$ cat config.mk
export PLATFORM = sky130hd
export DESIGN_NAME = main_fifo_push_ctrl_flat
export DESIGN_NICKNAME = d
export VERILOG_FILES = /design/src/rtl/main_fifo_push_ctrl_if.sv /design/src/rtl/main_fifo_push_ctrl.sv /design/src/flat_wrapper.sv
export SDC_FILE = /design/constraint.sdc
export NUM_CORES = 1
export LEC_CHECK = 0
export BUFFER_PORTS_ARGS = -buffer_cell sky130_fd_sc_hd__buf_2
export CORE_ASPECT_RATIO = 0.5
export CORE_UTILIZATION = 40
export CTS_CLUSTER_SIZE = 16
export DETAILED_ROUTE_END_ITERATION = 8
export GPL_TIMING_DRIVEN = 0
export SETUP_SLACK_MARGIN = 0.4
export SLEW_MARGIN = 20
export SYNTH_ARGS = -nofsm -noshare
export SYNTH_HDL_FRONTEND = slang
export SYNTH_SLANG_ARGS = --single-unit
$ cat constraint.sdc
create_clock -name clk -period 3.6 [get_ports clk]
set_input_delay 0.72 -clock clk [delete_from_list [all_inputs] [get_ports clk]]
set_output_delay 0.72 -clock clk [all_outputs]
set_load 0.01 [all_outputs]
$ cat src/rtl/main_fifo_push_ctrl_if.sv
// main_fifo_push_ctrl_if
//   Bundles the upstream word stream, the Main FIFO status flags and the
//   push/back-pressure outputs of the Main FIFO write-side controller.
//   master : the push controller itself.
//   slave  : the environment (upstream source plus Main FIFO).
interface main_fifo_push_ctrl_if #(
  parameter int DATA_WIDTH = 6,
  parameter int CNT_WIDTH  = 8
);

  // Upstream word stream
  logic [DATA_WIDTH-1:0] data_in;
  logic                  valid_in;

  // Main FIFO status
  logic                  Main_almost_full;
  logic                  Main_full;

  // Push side towards the Main FIFO
  logic                  Main_wr;
  logic [DATA_WIDTH-1:0] Main_data_in;

  // Back-pressure and statistics
  logic                  pause;
  logic [CNT_WIDTH-1:0]  drop_count;

  modport master (
    input  data_in,
    input  valid_in,
    input  Main_almost_full,
    input  Main_full,
    output Main_wr,
    output Main_data_in,
    output pause,
    output drop_count
  );

  modport slave (
    output data_in,
    output valid_in,
    output Main_almost_full,
    output Main_full,
    input  Main_wr,
    input  Main_data_in,
    input  pause,
    input  drop_count
  );

endinterface : main_fifo_push_ctrl_if

$ cat src/rtl/main_fifo_push_ctrl.sv
// main_fifo_push_ctrl
//   Write-side controller for the Main FIFO. Accepts a valid-qualified word
//   stream and issues registered Main_wr / Main_data_in pushes only while the
//   FIFO reports room (neither almost-full nor full). A 2-entry skid buffer
//   covers the one-cycle lag of the registered pause back-pressure; words
//   arriving while the skid buffer is full and the FIFO has no room are
//   dropped.
//
//   Optional feature macro: MAIN_PUSH_DROP_CNT_EN
//     defined   : drop_count is a saturating counter of dropped words.
//     undefined : drop_count is tied to zero; drops still happen silently.
module main_fifo_push_ctrl #(
  parameter int DATA_WIDTH = 6,
  parameter int CNT_WIDTH  = 8
) (
  input  logic                  clk,
  input  logic                  reset_L,
  main_fifo_push_ctrl_if.master bus
);

  // Skid buffer occupancy; skid0 always holds the oldest buffered word.
  typedef enum logic [1:0] {
    OCC_EMPTY = 2'd0,
    OCC_ONE   = 2'd1,
    OCC_TWO   = 2'd2
  } occ_e;

  occ_e                  occ_q,       occ_d;
  logic [DATA_WIDTH-1:0] skid0_q,     skid0_d;
  logic [DATA_WIDTH-1:0] skid1_q,     skid1_d;
  logic                  main_wr_q,   main_wr_d;
  logic [DATA_WIDTH-1:0] main_data_q, main_data_d;
  logic                  pause_q,     pause_d;

  logic                  can_wr;
  logic                  buffered;
  logic                  head_valid;
  logic [DATA_WIDTH-1:0] head;
  logic                  push;

  // Almost-full is the real stop condition: the strobe is registered, so the
  // FIFO needs one entry of margin. Full is honoured as a safety net.
  assign can_wr     = !bus.Main_almost_full && !bus.Main_full;

  // The head is the oldest word available: buffered words go first so no
  // fresh word can overtake them.
  assign buffered   = (occ_q != OCC_EMPTY);
  assign head_valid = buffered || bus.valid_in;
  assign head       = buffered ? skid0_q : bus.data_in;
  assign push       = can_wr && head_valid;

  // Next-state decode for occupancy, skid contents and registered outputs.
  // NOTE: every signal written here gets a default first; a path that left
  // one unassigned would infer a latch.
  always_comb begin
    occ_d   = occ_q;
    skid0_d = skid0_q;
    skid1_d = skid1_q;

    unique case (occ_q)
      OCC_EMPTY: begin
        // With room the incoming word is pushed straight through.
        if (bus.valid_in && !can_wr) begin
          skid0_d = bus.data_in;
          occ_d   = OCC_ONE;
        end
      end

      OCC_ONE: begin
        if (can_wr) begin
          if (bus.valid_in) begin
            // skid0 leaves, the incoming word takes its place.
            skid0_d = bus.data_in;
          end else begin
            occ_d   = OCC_EMPTY;
          end
        end else if (bus.valid_in) begin
          skid1_d = bus.data_in;
          occ_d   = OCC_TWO;
        end
      end

      OCC_TWO: begin
        if (can_wr) begin
          // skid0 leaves, skid1 moves up to become the oldest word.
          skid0_d = skid1_q;
          if (bus.valid_in) begin
            skid1_d = bus.data_in;
          end else begin
            occ_d   = OCC_ONE;
          end
        end
        // No room and a new word: it is dropped, contents unchanged.
      end

      default: begin
        occ_d = OCC_EMPTY;
      end
    endcase

    main_wr_d   = push;
    main_data_d = push ? head : '0;
    pause_d     = (occ_d != OCC_EMPTY);
  end

  // Occupancy FSM, skid registers and registered push/pause outputs.
  // NOTE: the two skid words are reset along with the control state so a
  // cleared buffer never exposes stale data, even though occupancy alone
  // would be enough to keep them from being pushed.
  always_ff @(posedge clk or negedge reset_L) begin
    if (!reset_L) begin
      occ_q       <= OCC_EMPTY;
      skid0_q     <= '0;
      skid1_q     <= '0;
      main_wr_q   <= 1'b0;
      main_data_q <= '0;
      pause_q     <= 1'b0;
    end else begin
      // NOTE: non-blocking assignments so every register samples the values
      // from before this edge, independent of statement order.
      occ_q       <= occ_d;
      skid0_q     <= skid0_d;
      skid1_q     <= skid1_d;
      main_wr_q   <= main_wr_d;
      main_data_q <= main_data_d;
      pause_q     <= pause_d;
    end
  end

  assign bus.Main_wr      = main_wr_q;
  assign bus.Main_data_in = main_data_q;
  assign bus.pause        = pause_q;

`ifdef MAIN_PUSH_DROP_CNT_EN
  logic                 drop;
  logic [CNT_WIDTH-1:0] drop_count_q;
  logic [CNT_WIDTH-1:0] drop_count_d;

  // A word is lost only when both skid entries are taken and there is no room.
  assign drop = (occ_q == OCC_TWO) && bus.valid_in && !can_wr;

  // Saturate rather than wrap so a large count never reads back as small.
  always_comb begin
    drop_count_d = drop_count_q;
    if (drop && (drop_count_q != {CNT_WIDTH{1'b1}})) begin
      drop_count_d = drop_count_q + CNT_WIDTH'(1);
    end
  end

  // Drop counter register.
  always_ff @(posedge clk or negedge reset_L) begin
    if (!reset_L) begin
      drop_count_q <= '0;
    end else begin
      drop_count_q <= drop_count_d;
    end
  end

  assign bus.drop_count = drop_count_q;
`else
  assign bus.drop_count = {CNT_WIDTH{1'b0}};
`endif

endmodule : main_fifo_push_ctrl

$ cat src/flat_wrapper.sv
// flat-port wrapper written by rule: the top's interface ports become plain ports
module main_fifo_push_ctrl_flat 
#(
  parameter int DATA_WIDTH = 6,
  parameter int CNT_WIDTH  = 8
)
  (clk, reset_L, bus_data_in, bus_valid_in, bus_Main_almost_full, bus_Main_full, bus_Main_wr, bus_Main_data_in, bus_pause, bus_drop_count);
  main_fifo_push_ctrl_if #(.DATA_WIDTH(DATA_WIDTH), .CNT_WIDTH(CNT_WIDTH)) bus_i ();
  input  logic clk;
  input  logic reset_L;
  input wire logic [$bits(bus_i.data_in)-1:0] bus_data_in;
  input wire logic [$bits(bus_i.valid_in)-1:0] bus_valid_in;
  input wire logic [$bits(bus_i.Main_almost_full)-1:0] bus_Main_almost_full;
  input wire logic [$bits(bus_i.Main_full)-1:0] bus_Main_full;
  output wire logic [$bits(bus_i.Main_wr)-1:0] bus_Main_wr;
  output wire logic [$bits(bus_i.Main_data_in)-1:0] bus_Main_data_in;
  output wire logic [$bits(bus_i.pause)-1:0] bus_pause;
  output wire logic [$bits(bus_i.drop_count)-1:0] bus_drop_count;
  assign bus_i.data_in = bus_data_in;
  assign bus_i.valid_in = bus_valid_in;
  assign bus_i.Main_almost_full = bus_Main_almost_full;
  assign bus_i.Main_full = bus_Main_full;
  assign bus_Main_wr = bus_i.Main_wr;
  assign bus_Main_data_in = bus_i.Main_data_in;
  assign bus_pause = bus_i.pause;
  assign bus_drop_count = bus_i.drop_count;
  main_fifo_push_ctrl #(.DATA_WIDTH(DATA_WIDTH), .CNT_WIDTH(CNT_WIDTH)) u_core (.clk(clk), .reset_L(reset_L), .bus(bus_i));
endmodule
==> reports/metrics.cfg, run 1 <==
[critical_path]
cp-start-kind = register
arrival_ps = 2000
crit_start = u_core.occ_q[0]$_DFF_PN0_
r2r_slack_ps = 1760
critical_path_class = reg2reg
r2r_cells = 8
reg2reg_from = u_core.occ_q[0]$_DFF_PN0_
cp-endpoint = u_core.skid0_q[3]$_DFFE_PN0P_
crit_required_ps = 3760
reg2reg_to = u_core.skid0_q[3]$_DFFE_PN0P_
crit_fanout = 10
cp-end-kind = register

[cts]
clk_pin_slew_worst_paths_ps = 80
cts_max_level = 1
root_buffer = clkbuf_8
cts-resized-gates = 0
cts_setup_buffers = 0
postCtsHoldBufs = 0
clk_latency_ps = 260
cts_sinks = 22
cts_buffers = 3
cts_buffer_depth = 2
cts_tree = yes

[routing]
drt_iter0_drc = 27
drc = 0
antenna_left = 0
vias = 738
wl_um = 1960
wl_per_cell_um = 11.9
dr.pass1.iters = 4
viasPerCell = 4.50

[yosys]
ys_seq_area_share_pct = 47.9
synthDistinctLibCells = 24
ys_ff_latch = 22
yosysWarnings = 0
syn_inst = 98
avgSynthCellArea_um2 = 11.7
syn_area_um2 = 1150

[cells_and_area]
areaGrowthSynthToFinish_pct = 20.3
n_antenna_cell = 0
final_area_um2 = 1380
drive_above_1_share_pct = 37.8
final_common_cell = dfrtp_1
layout_common_cells = dfrtp_1 (22), buf_2 (18), mux2i_1 (14)
finalNetCount = 144

[sta]
finalHoldViolCount = 0
setup_tns_ps = 0
min_period_over_period_pct = 51.2
tightest_slew_ps = 656
period_needed_ps = 1840
slew_violations = 0
grt_setup_unrepaired = false
slew_headroom_pct = 56.0
finalSetupViolations = 0
fmax_mhz = 542
clock_skew_ps = 7.32

[floorplan]
die_area_um2 = 3110
die_x_um = 77.8
dieHeight_um = 39.9
row_count = 13
start_util_pct = 43.1
core-area_um2 = 2670
ios = 27

[power_and_ir_drop]
power.density_nw_per_um2 = 808
p_leak_nw = 0.707
ir_drop_mv = 0.316

[flow_run]
cap_violations = 0

[placement]
portBuffers = 18
gp_congestion = 0.777
dpl_cell_area_um2 = 1310
hpwl_um = 1390

[grt]
track_usage_pct = 13.8
grt_max_degree = 23
overflow = 0
first_global_vias = 606
grt_pass1_wl_um = 3010
antenna_found_initial = 0

[worst_hold_path]
hold_class = in2async

[run_status]
status = complete, no violations

## worst min path at each step
stage | startpoint | end | slack [ps] | cells after the start
6_report | reset_L | u_core.skid1_q[1]$_DFFE_PN0P_ | 410 | 1
5_1_grt | reset_L | u_core.bus.Main_data_in[1]$_DFF_PN0_ | 440 | 1
4_1_cts | reset_L | u_core.skid0_q[0]$_DFFE_PN0P_ | 420 | 1
3_5_place_dp | u_core.skid0_q[2]$_DFFE_PN0P_ | u_core.skid0_q[2]$_DFFE_PN0P_ | 470 | 2
3_3_place_gp | u_core.skid0_q[3]$_DFFE_PN0P_ | u_core.skid0_q[3]$_DFFE_PN0P_ | 470 | 2
2_1_floorplan | reset_L | u_core.bus.Main_data_in[0]$_DFF_PN0_ | 420 | 0
## state kept, by name, summed over array words and instances (netlist names)
name	flops
u_core.bus.Main_data_in	6
u_core.skid0_q	6
u_core.skid1_q	6
u_core.occ_q	2
u_core.bus.Main_wr	1
u_core.bus.pause	1
## layer usage
| layer | vias up | track usage [%] | share of wire, % |
|---|---|---|---|
| li1 | 387 | - | - |
| met1 | 331 | 19.8 | 54 |
| met2 | 18 | 18.8 | 40 |
| met3 | 2 | 4.65 | 5.2 |
| met4 | 0 | 5.66 | 0.97 |
| met5 | - | 0 | 0 |
## where the power goes
part           leakage [nW]  switching, mW  internal [mW]  total [mW]
logic                 0.393          0.246          0.252       0.498
clock network        0.0357         0.0826          0.149       0.231
registers             0.278         0.0460          0.343       0.389
total                 0.707          0.375          0.744        1.12
## area by class of cell
| type | instances | area, um^2 |
|---|---|---|
| buffer | 12 | 98.8 |
| inverter | 4 | 15.0 |
| multi-input combinational | 67 | 512 |
| timing repair buffer | 18 | 90.1 |
| tap | 37 | 46.3 |
| clock buffer | 3 | 41.3 |
| clock inverter | 1 | 30.0 |
| fill | 252 | 1280 |
| sequential | 22 | 551 |
## metrics by stage
stage               hold slack (ps)  total power [mW]  worst slack (ps)  instances  util [%]
detailed placement              468             0.899              1660        160      49.2
CTS                             421              1.13              1750        164      51.9
finish                          405              1.12              1760        164      51.9
global route                    438              1.20              1660        164      51.9
floorplan                       424             0.793              1880        105         -
global placement                466             0.895              1670        160      49.2
## cells in the mapped netlist
library cell / number / area, um^2
a211oi_1: 1 / 7.51
mux2i_1: 14 / 140
dfrtp_1: 22 / 551
clkbuf_2: 1 / 5.00
nand2_1: 6 / 22.5
inv_1: 4 / 15.0
a2bb2oi_2: 1 / 15.0
a2bb2oi_1: 1 / 8.76
or2_1: 1 / 6.26
mux2_2: 7 / 78.8
nor3_1: 2 / 10.0
ha_1: 5 / 62.6
o31ai_2: 1 / 12.5
buf_6: 3 / 33.8
and3_1: 1 / 6.26
buf_4: 8 / 60.1
conb_1: 1 / 3.75
nor2_2: 1 / 6.26
nor2_1: 6 / 22.5
a21oi_1: 2 / 10.0
or3b_1: 1 / 8.76
a211o_1: 1 / 8.76
o21ai_1: 4 / 20.0
o21ai_2: 4 / 35.0
## worst max-delay path: stages (launching register included)
cell and delay [ps]:
dfrtp_1 420, inv_1 140, ha_1 180, buf_6 160, or3b_1 370, a2bb2oi_2 170
buf_6 160, nand2_1 80, o21ai_2 50
## cells by family (layout without fill, tap and decap cells)
kind of cell | count (synthesis) | count (layout) | synth area share, %
compound gates | 15 | 15 | 10.2
flops | 22 | 22 | 47.9
buf+inv | 16 | 38 | 9.90
fa+ha+maj | 5 | 5 | 5.44
mux | 21 | 21 | 19.0
other cells | 1 | 8 | 0.326
simple gates | 18 | 18 | 7.18
Power figures use the tool's default switching activity.
==> inputs of run 2 (changes only) <==
- clock period: 3.6 -> 1.6 ns (I/O delays scaled with it)
==> run 2 against run 1 <==
Net effect:
- the flow now finishes with violations (setup timing)
- combinational power increased to 3.7 times the previous value
- core utilization grew 10 points
- flip-flop and latch count unchanged
- via count grew 9.6%
- routed wire length up 20%
- non-clock buffer count rose by 11
- highest routed layer is now met3
==> reports/metrics.cfg, run 2 (synthesized netlist as in run 1, its figures left out) <==
[critical_path]
crit_required_ps = 1750
cp_num_cells = 8
cp-end-kind = register
path_buf_inv = 3
path_common_cell = buf_8
reg2reg_to = u_core.skid0_q[1]$_DFFE_PN0P_
crit_path_top_delay_cell = dfrtp_1
crit_fanout = 5
cp-start-kind = register
r2r_slack_ps = -100
r2r_cells = 8
cp-endpoint = u_core.skid0_q[1]$_DFFE_PN0P_
reg2reg_from = u_core.occ_q[0]$_DFF_PN0_
critical_path_class = reg2reg
crit_start = u_core.occ_q[0]$_DFF_PN0_
cpLargestDelayFamily = simple AND/OR/NAND/NOR gates
arrival_ps = 1850
worstPathCellList = inv_2 > ha_4 > buf_8 > or3b_4 > a2bb2oi_4 > buf_8 > nand2_2 > o21ai_2
cp_slowest_stage_delay_ps = 430

[routing]
vias = 809
drt_iter0_drc = 21
wl_um = 2340
dr.pass1.iters = 4
viasPerCell = 4.62
antenna_left = 0
wl_per_cell_um = 13.4
drc = 0

[power_and_ir_drop]
power.density_nw_per_um2 = 1970
p_leak_nw = 0.796
ir_drop_mv = 0.955

[grt]
grt_pass1_wl_um = 3770
grt_max_degree = 23
track_usage_pct = 16.9
first_global_vias = 795
overflow = 0
antenna_found_initial = 0

[sta]
finalHoldViolCount = 0
slew_headroom_pct = 63.3
setup_ws_ps = -97.6
grt_setup_unrepaired = true
period_needed_ps = 1700
slew_violations = 0
fmax_mhz = 589
finalSetupViolations = 13
min_period_over_period_pct = 106
tightest_slew_ps = 547
clock_skew_ps = 1.44

[placement]
hpwl_um = 1500
portBuffers = 18
dpl_cell_area_um2 = 1360
gp_congestion = 0.721
placedCellCount = 160
dp_slack_ps = -176

[cts]
postCtsHoldBufs = 0
clk_pin_slew_worst_paths_ps = 80
cts_buffer_depth = 2
cts_sinks = 22
cts_tree = yes
cts_max_level = 1
clk_latency_ps = 260
cts_buffers = 3
root_buffer = clkbuf_8

[floorplan]
die_area_um2 = 3110
core-area_um2 = 2670
die_x_um = 77.8
start_util_pct = 43.1
dieHeight_um = 39.9
row_count = 13
ios = 27

[cells_and_area]
n_antenna_cell = 0
final_common_cell = dfrtp_1
layout_common_cells = dfrtp_1 (22), buf_2 (18), buf_4 (15)
areaGrowthSynthToFinish_pct = 43.6
n_fill_cell = 232
final_area_um2 = 1650
finalNetCount = 155
fin_cells = 175
drive_above_1_share_pct = 60.9

[worst_hold_path]
hold_class = in2async

[run_status]
status = finished with violations
violations = setup timing

[flow_run]
cap_violations = 0

## run 2: changes by cell type in the layout (fill, tap and decap cells not counted), moves of 3 or more
cell,change
ha_2,+3
nand2_1,-6
ha_1,-5
o21ai_1,-3
inv_2,+3
nand2_2,+4
inv_1,-3
buf_4,+7
## run 2: what timing repair did
item | in CTS | in global routing
setup endpoints to repair | 22 | 22
resized for setup | 22 | 8
pin swaps | 12 | 2
buffers inserted | 9 | 1
gates cloned | 1 | 0
## run 2: power breakdown
group          internal, mW  switching (mW)  leakage, nW  total (mW)
clock network         0.334           0.169       0.0357       0.503
logic                  1.03           0.815        0.483        1.85
registers             0.774           0.133        0.278       0.907
total                  2.14            1.12        0.796        3.26
## run 2: worst min-delay path by stage
| stage | startpoint | to | slack, ps | cells after the start |
|---|---|---|---|---|
| floorplan | reset_L | u_core.bus.Main_data_in[0]$_DFF_PN0_ | 20 | 0 |
| global placement | reset_L | u_core.occ_q[0]$_DFF_PN0_ | 310 | 1 |
| detailed placement | reset_L | u_core.occ_q[0]$_DFF_PN0_ | 310 | 1 |
| CTS | reset_L | u_core.skid1_q[0]$_DFFE_PN0P_ | 30 | 1 |
| global route | reset_L | u_core.skid1_q[0]$_DFFE_PN0P_ | 40 | 1 |
| finish | reset_L | u_core.occ_q[0]$_DFF_PN0_ | 20 | 1 |
## run 2: cell type report
type	count	area (um^2)	area share (%)
Clock inverter	1	30.0	1.82
Buffer	12	115	6.97
Multi-Input combinational cell	67	649	39.3
Inverter	4	15.0	0.909
Sequential cell	22	551	33.3
Clock buffer	3	41.3	2.50
Tap cell	37	46.3	2.80
Timing Repair Buffer	29	204	12.3
## run 2: per-stage QoR
stage | util [%] | setup TNS, ps | power, mW | hold slack [ps]
6_report | 61.9 | -859 | 3.26 | 16.1
5_1_grt | 61.9 | -1530 | 3.47 | 37.7
4_1_cts | 60.4 | -493 | 3.15 | 29.5
3_5_place_dp | 50.8 | -1440 | 2.13 | 313
3_3_place_gp | 50.8 | -1260 | 2.10 | 312
2_1_floorplan | - | -186 | 1.87 | 24.4
## run 2: metal layers
metal | part of all wire, % | up-vias | GRT usage [%]
met5 | 0 | - | 0
li1 | - | 401 | -
met2 | 49 | 19 | 32.1
met1 | 47 | 389 | 20.5
met3 | 3.9 | 0 | 4.42
met4 | 0 | 0 | 2.83
==> inputs of run 3 (changes only) <==
- TNS_END_PERCENT: not set -> 30
==> run 3 against run 2 <==
Net effect:
- the flow still finishes with violations (setup timing)
- worst setup slack worse by 27 ps
- non-clock buffer count decreased by 2
- first-iteration DRC count up 62%
- clock power decreased by 21%
- flip-flop and latch count unchanged
==> reports/metrics.cfg, run 3 (synthesized netlist as in run 1, its figures left out) <==
[floorplan]
core-area_um2 = 2670
die_area_um2 = 3110
die_x_um = 77.8
ios = 27
dieHeight_um = 39.9
start_util_pct = 43.1
row_count = 13

[critical_path]
reg2reg_to = u_core.skid0_q[2]$_DFFE_PN0P_
reg2reg_from = u_core.occ_q[1]$_DFF_PN0_
cp_slowest_stage_delay_ps = 430
r2r_slack_ps = -120
crit_fanout = 5
cp-endpoint = u_core.skid0_q[2]$_DFFE_PN0P_
path_buf_inv = 3
cp-start-kind = register
critical_path_class = reg2reg
crit_required_ps = 1760
cp_num_cells = 8
cp-end-kind = register
cpLargestDelayFamily = flip-flops
worstPathCellList = inv_2 > ha_4 > buf_8 > or3b_4 > a2bb2oi_4 > clkbuf_16 > nand2_4 > o21ai_2
r2r_cells = 8
crit_path_top_delay_cell = dfrtp_1
arrival_ps = 1880
crit_start = u_core.occ_q[1]$_DFF_PN0_

[cells_and_area]
fin_cells = 173
drive_above_1_share_pct = 52.9
final_common_cell = dfrtp_1
n_antenna_cell = 0
areaGrowthSynthToFinish_pct = 33.7
final_area_um2 = 1540
finalNetCount = 153
layout_common_cells = dfrtp_1 (22), buf_2 (18), buf_4 (16)

[power_and_ir_drop]
p_leak_nw = 0.767
ir_drop_mv = 0.922
power.density_nw_per_um2 = 1860

[cts]
cts_buffer_depth = 2
cts_max_level = 1
root_buffer = clkbuf_8
cts_sinks = 22
cts_tree = yes
cts_buffers = 3
clk_latency_ps = 260
clk_pin_slew_worst_paths_ps = 80
postCtsHoldBufs = 0

[sta]
min_period_over_period_pct = 108
finalSetupViolations = 8
tightest_slew_ps = 505
clock_skew_ps = 0.993
setup_ws_ps = -125
slew_headroom_pct = 66.3
finalHoldViolCount = 0
period_needed_ps = 1720
fmax_mhz = 580
grt_setup_unrepaired = true
slew_violations = 0

[flow_run]
cap_violations = 0

[routing]
drt_iter0_drc = 34
routed.top_layer = met4
wl_met3_um = 100
wl_met2_um = 986
wl_per_cell_um = 12.3
antenna_left = 0
dr.pass1.iters = 6
drc = 0
vias = 795
wl_met1_um = 1030
viasPerCell = 4.60
wl_um = 2120

[grt]
grt_max_degree = 23
overflow = 0
first_global_vias = 729
antenna_found_initial = 0
grt_pass1_wl_um = 3360
track_usage_pct = 15.2

[run_status]
violations = setup timing
status = finished with violations

[placement]
gp_congestion = 0.745
dpl_cell_area_um2 = 1340
placedCellCount = 160
portBuffers = 18
hpwl_um = 1450

[worst_hold_path]
hold_class = in2async

run 3: changes by cell type in the layout (fill, tap and decap cells not counted), sizes merged:
cell	delta
bufinv	-1
buf	-3
clkbuf	+2
run 3: how the worst min path moves through the flow:
stage	end	slack (ps)	depth (start not counted)
floorplan	u_core.bus.Main_data_in[0]$_DFF_PN0_	20	0
finish	u_core.bus.pause$_DFF_PN0_	20	1
CTS	u_core.bus.pause$_DFF_PN0_	30	1
detailed placement	u_core.bus.pause$_DFF_PN0_	320	1
global route	u_core.occ_q[0]$_DFF_PN0_	40	1
global placement	u_core.bus.pause$_DFF_PN0_	310	1
run 3: per-stage QoR:
stage	hold WS (ps)	setup slack [ps]	util (%)	TNS [ps]	total power [mW]
6_report	16.8	-125	57.6	-736	2.87
5_1_grt	40.6	-202	57.6	-2000	3.10
4_1_cts	27.9	-125	54.6	-811	2.70
3_5_place_dp	316	-180	50.0	-2000	2.10
3_3_place_gp	313	-164	50.0	-1650	2.06
2_1_floorplan	24.4	-36.6	-	-186	1.84
run 3: report_power, final:
part,total (mW),switching (mW),internal [mW]
registers,0.901,0.128,0.774
logic,1.57,0.695,0.875
clock network,0.396,0.177,0.219
total,2.87,0.999,1.87
run 3: repair_timing:
| action | CTS | global route |
|---|---|---|
| cloned | 0 | 1 |
| endpoints found under the setup margin | 22 | 22 |
| resized for setup | 7 | 7 |
| setup buffers | 5 | 3 |
| pin swaps | 1 | 5 |
run 3: layout make-up:
type                    instances  area (um^2)
plain buffers                  12          106
clock buffers                   4         55.1
fillers                       231         1130
inverters                       4         15.0
multi-input cells              67          589
flip-flops and latches         22          551
well taps                      37         46.3
repair buffers                 27          175
run 3: metal layers:
metal  vias up  global-route usage, %
met5         -                      0
met3         2                   4.88
met1       380                   19.0
met4         0                   2.83
li1        394                      -
met2        19                   27.0
